**src/rtl/operand_fetch.sv**
```systemverilog
// operand_fetch
// ---------------------------------------------------------------------------
// Operand-fetch stage that sits directly after the 64-bit, 32-entry register
// file. It takes decoded instructions over valid/ready and drives the register
// file read addresses straight from the incoming source indices. It picks up
// the read data one cycle later and holds the instruction until execute takes
// it. While the instruction waits, its operands keep following the register
// file write port, so they are never stale.
//
// Ports
//   clk, rst                  clock; synchronous active-high reset
//   flush                     synchronous pipeline kill, empties the stage
//   in_valid / in_ready       upstream handshake
//   in_pc, in_ctrl, in_rd     passthrough fields, registered at accept
//   in_rs1, in_rs2            source register indices
//   rf_r_reg1/2               register file read addresses (combinational)
//   rf_r_data1/2              register file read data, one cycle after address
//   wb_en, wb_reg, wb_data    snoop of the register file write port
//   out_valid / out_ready     downstream handshake
//   out_pc, out_ctrl, out_rd  registered passthrough
//   out_op1, out_op2          resolved operands
// ---------------------------------------------------------------------------
module operand_fetch #(
    parameter int XLEN   = 64,
    parameter int CTRL_W = 32
) (
    input  logic              clk,
    input  logic              rst,
    input  logic              flush,
    input  logic              in_valid,
    output logic              in_ready,
    input  logic [XLEN-1:0]   in_pc,
    input  logic [CTRL_W-1:0] in_ctrl,
    input  logic [4:0]        in_rs1,
    input  logic [4:0]        in_rs2,
    input  logic [4:0]        in_rd,
    output logic [4:0]        rf_r_reg1,
    output logic [4:0]        rf_r_reg2,
    input  logic [XLEN-1:0]   rf_r_data1,
    input  logic [XLEN-1:0]   rf_r_data2,
    input  logic              wb_en,
    input  logic [4:0]        wb_reg,
    input  logic [XLEN-1:0]   wb_data,
    output logic              out_valid,
    input  logic              out_ready,
    output logic [XLEN-1:0]   out_pc,
    output logic [CTRL_W-1:0] out_ctrl,
    output logic [4:0]        out_rd,
    output logic [XLEN-1:0]   out_op1,
    output logic [XLEN-1:0]   out_op2
);

    // EMPTY: nothing held. FRESH: operands come from the register file read
    // data (first cycle after accept). HELD: operands come from op1_q/op2_q.
    typedef enum logic [1:0] {
        EMPTY = 2'd0,
        FRESH = 2'd1,
        HELD  = 2'd2
    } state_t;

    state_t          state;
    logic [4:0]      rs1_q;
    logic [4:0]      rs2_q;
    logic [XLEN-1:0] byp1;
    logic [XLEN-1:0] byp2;
    logic            byp_vld1;
    logic            byp_vld2;
    logic [XLEN-1:0] op1_q;
    logic [XLEN-1:0] op2_q;
    logic            accept;
    logic            fire;
    logic [XLEN-1:0] res1;
    logic [XLEN-1:0] res2;

    // Order matters: x0 wins, then a write landing this cycle, then whatever
    // source the current state is using.
    function automatic logic [XLEN-1:0] resolve(
        input logic [4:0]      rs,
        input logic            fresh,
        input logic            bv,
        input logic [XLEN-1:0] byp,
        input logic [XLEN-1:0] rfd,
        input logic [XLEN-1:0] opq
    );
        if (rs == 5'd0)
            return '0;
        else if (wb_en && (wb_reg == rs))
            return wb_data;
        else if (fresh)
            return bv ? byp : rfd;
        else
            return opq;
    endfunction

    assign in_ready  = !rst && !flush && ((state == EMPTY) || out_ready);
    assign accept    = in_valid && in_ready;
    assign out_valid = (state != EMPTY);
    assign fire      = out_valid && out_ready;

    // The register file samples these addresses at every edge. Its data is
    // only used in the cycle right after an accept.
    assign rf_r_reg1 = in_rs1;
    assign rf_r_reg2 = in_rs2;

    always_comb begin
        res1 = resolve(rs1_q, state == FRESH, byp_vld1, byp1, rf_r_data1, op1_q);
        res2 = resolve(rs2_q, state == FRESH, byp_vld2, byp2, rf_r_data2, op2_q);
    end

    assign out_op1 = res1;
    assign out_op2 = res2;

    // When the stage stays occupied without firing, it latches the resolved
    // operands. This covers FRESH->HELD and HELD->HELD. A write hit in that
    // cycle is already folded into res, so the op registers track every
    // write. The register file returns the pre-write value when a read and a
    // write to the same index share an edge, so a write on the accept edge
    // is captured separately into byp.
    always_ff @(posedge clk) begin
        if (rst) begin
            state    <= EMPTY;
            out_pc   <= '0;
            out_ctrl <= '0;
            out_rd   <= '0;
            rs1_q    <= '0;
            rs2_q    <= '0;
            byp1     <= '0;
            byp2     <= '0;
            byp_vld1 <= 1'b0;
            byp_vld2 <= 1'b0;
            op1_q    <= '0;
            op2_q    <= '0;
        end else if (flush) begin
            state <= EMPTY;
        end else if (accept) begin
            state    <= FRESH;
            out_pc   <= in_pc;
            out_ctrl <= in_ctrl;
            out_rd   <= in_rd;
            rs1_q    <= in_rs1;
            rs2_q    <= in_rs2;
            byp_vld1 <= wb_en && (wb_reg == in_rs1) && (in_rs1 != 5'd0);
            byp_vld2 <= wb_en && (wb_reg == in_rs2) && (in_rs2 != 5'd0);
            byp1     <= wb_data;
            byp2     <= wb_data;
        end else if (fire) begin
            state <= EMPTY;
        end else if (state != EMPTY) begin
            state <= HELD;
            op1_q <= res1;
            op2_q <= res2;
        end
    end

endmodule

```
**config.mk**
```make
export PLATFORM = sky130hd
export DESIGN_NAME = operand_fetch
export DESIGN_NICKNAME = d
export VERILOG_FILES = /design/src/rtl/operand_fetch.sv
export SDC_FILE = /design/constraint.sdc
export NUM_CORES = 1
export LEC_CHECK = 0
export CORE_ASPECT_RATIO = 0.75
export CORE_MARGIN = 8
export CORE_UTILIZATION = 39
export DETAILED_ROUTE_END_ITERATION = 10
export PLACE_DENSITY_LB_ADDON = 0.3
export RECOVER_POWER = 100
export SLEW_MARGIN = 40
export SYNTH_ARGS = -nofsm -noshare
export SYNTH_HDL_FRONTEND = slang
export SYNTH_SLANG_ARGS = --single-unit
```
**constraint.sdc**
```tcl
create_clock -name clk -period 4.3 [get_ports clk]
set_input_delay 0.86 -clock clk [delete_from_list [all_inputs] [get_ports clk]]
set_output_delay 0.86 -clock clk [all_outputs]
set_load 0.02 [all_outputs]
```
==> run metrics <==
worst vdd ir 272 uV; Fin Hold WS 448 ps; Bufs on Longest Clock Path 3; fin. max-slew vios 152; initial detailed-routing violation count 2,103; DP Wirelength 50.8 mm; drt via density 5.85; Post-Syn Area 17,400 um2; largest net degree at the start of global routing 129; WP data arrival 3360 ps; Slew HR -17.0%; Core Area 44,400 um2; part of the power in combinational logic 16.9%; outcome complete, but fails checks; P&R area growth vs syn 39.7%; CP max FO 42; Least-Margin Pin Slew 1760 ps; first-pass GRT wire length 114 mm; Num CTS Buffers 36; initial antenna violation count 5; Pre-antenna DRT Iters 10; setup violators final 0; DRC 0; Multi-input gate area 10,200 um2; post-route setup slack 80.1 ps; FF+latch area 6150 um2; die height 199 um; failing checks capacitance limit, slew limit; All-Layer GR Usage 27.5%; power density over the cells 297 nW/um2; vias in the first global route 18,800; Port-buffer cells 554; synth warn 0; Initial Util 39.3%; share of cells above drive strength 1 14.8%; CP Data Required Time 3440 ps; clock skew 17.8 ps; Critical Path Sink Type primary output; Worst-path clk slew 60 ps; CP Class in -> out; Via Count 19,500; clock share of power 42.6%; syn_area_per_cell 7.60 um2; global placement routability congestion 0.887; Die Area 51,800 um2; Final Cycle Share 98.1%; Critical Path Source Type input pin; io pins 555; Antenna Nets Post-Route 0; Mapped Cells 2,296; Power Internal 5290 uW; maximum clock rate 237 MHz; Leak 0.00851 uW; synthesis-stage register bit count 307; # hold bufs at CTS 0; Mapped Nets 2,610; CTS root buf clkbuf_16; post-synthesis cell type count 29; Setup WS pre-CTS -91.0 ps; global route overflow 0; Hold Violations, Final 0; NumNets Final 3,027; Fillers 4,183; CTS sink cnt 307; row count 67; Final Critical Period 4220 ps; net switching power 1960 uW; RSZ-0062 raised after global routing true; Max-Cap Viols 2; final setup TNS 0 ps; Switching Share 27.0%; CTS tree done; Clk Latency, worst-skew pair 520 ps; DR WL/cell 22.7 um; drt total wl 75.4 mm; Seq/Total Area, Yosys 35.2%; Reg2Reg Setup Slack 580 ps; Hold Crit Class reg -> reg; H-tree depth 2; Horiz. Die Dim 260 um; part of the power in registers 40.5%
cells by family after synthesis:
family                 Yosys count  share of synthesized area, %
XOR/XNOR                        18                         0.904
AND/OR/NAND/NOR                893                          22.4
multiplexers                   256                          16.5
buffers and inverters          253                          6.58
flip-flops                     307                          35.2
AO/OA/AOI/OAI                  569                          18.4
through the flow:
| step | power, uW | cell area (um2) | std cells | utilization [%] |
|---|---|---|---|---|
| floorplan | 3530 | 17400 | 2296 | - |
| global placement | 4220 | 23700 | 3261 | 53.3 |
| detailed placement | 4240 | 23700 | 3261 | 53.3 |
| CTS | 7320 | 24700 | 3322 | 55.7 |
| global route | 7490 | 24400 | 3325 | 54.8 |
| finish | 7250 | 24400 | 3328 | 54.8 |
layout make-up:
type	count	area share, %
diodes	6	0.0616
well taps	586	3.01
repair buffers	629	25.0
clock buffers	53	4.25
clock inverters	8	0.483
inverters	3	0.0462
flip-flops and latches	307	25.3
multi-input cells	1736	41.9
routing by layer:
layer,track usage (%),part of all wire [%]
met4,9.05,3.2
met3,5.80,9.7
met1,36.5,41
met5,0,0.015
met2,44.4,46
sequential cells by signal (all words and copies together) (netlist names):
name / count
state: 2
op1_q: 64
op2_q: 64
out_rd: 5
rs1_q: 5
out_ctrl: 32
out_pc: 64
byp_vld2: 1
byp_vld1: 1
rs2_q: 5
byp2: 64
critical path, stage by stage:
cell	delay (ps)
clkdlybuf4s50_1	500
xor2_1	200
or4_2	700
buf_12	230
o21ai_0	190
a21oi_1	90
clkdlybuf4s50_1	570
placed cells by master (no fill, tap or decap), types with 4 or more instances in the layout:
master	count
clkinv_2	4
buf_4	38
dlygate4sd3_1	115
nand4_1	128
nor2_1	5
o21ai_0	125
o211ai_1	128
clkdlybuf4s50_1	313
clkbuf_8	6
dlygate4sd2_1	66
nand2_1	612
dfxtp_1	305
a21oi_1	305
buf_12	33
nand3_1	131
clkbuf_1	68
xnor2_1	10
mux2_2	256
clkbuf_16	37
xor2_1	8
diode_2	6
cell usage after synthesis:
cell / n / area [um2]
a2111o_1: 2 / 22.5
a211oi_1: 2 / 15.0
a21oi_1: 305 / 1530
and2_1: 5 / 31.3
buf_1: 34 / 128
buf_2: 44 / 220
buf_4: 10 / 75.1
buf_6: 14 / 158
clkbuf_1: 148 / 556
clkinv_1: 1 / 3.75
dfxtp_1: 307 / 6150
inv_1: 2 / 7.51
mux2_2: 256 / 2880
nand2_1: 614 / 2300
nand3_1: 131 / 656
nand4_1: 128 / 801
nor2_1: 4 / 15.0
nor2_8: 2 / 40.0
nor2b_1: 1 / 6.26
nor4_1: 4 / 25.0
o211ai_1: 128 / 961
o21ai_0: 128 / 641
o21ba_2: 1 / 10.0
o21bai_1: 1 / 7.51
o41ai_1: 2 / 17.5
or2_2: 2 / 12.5
or4_1: 2 / 15.0
xnor2_1: 10 / 87.6
xor2_1: 8 / 70.1
power groups by stage:
stage	registers, uW	logic (uW)	clock network [uW]
floorplan	3030	498	0
global placement	2990	1230	0
detailed placement	3000	1240	0
CTS	2940	1240	3150
global route	2940	1290	3260
finish	2940	1220	3090
worst paths after layout:
kind | endpoint | cells after the start | startpoint
worst max-delay path | out_op1[11] | 7 | wb_reg[4]
worst min-delay path | out_pc[41] | 2 | out_pc[41]
worst max register to register | out_pc[36] | 6 | state[1]
worst min register to register | out_pc[41] | 2 | out_pc[41]
what timing repair did:
action                                  4_1_cts  5_1_grt
endpoints found under the setup margin       67       59
buffers inserted                              0        0
resized for setup                            67       61
(Power assumes the default switching activity.)
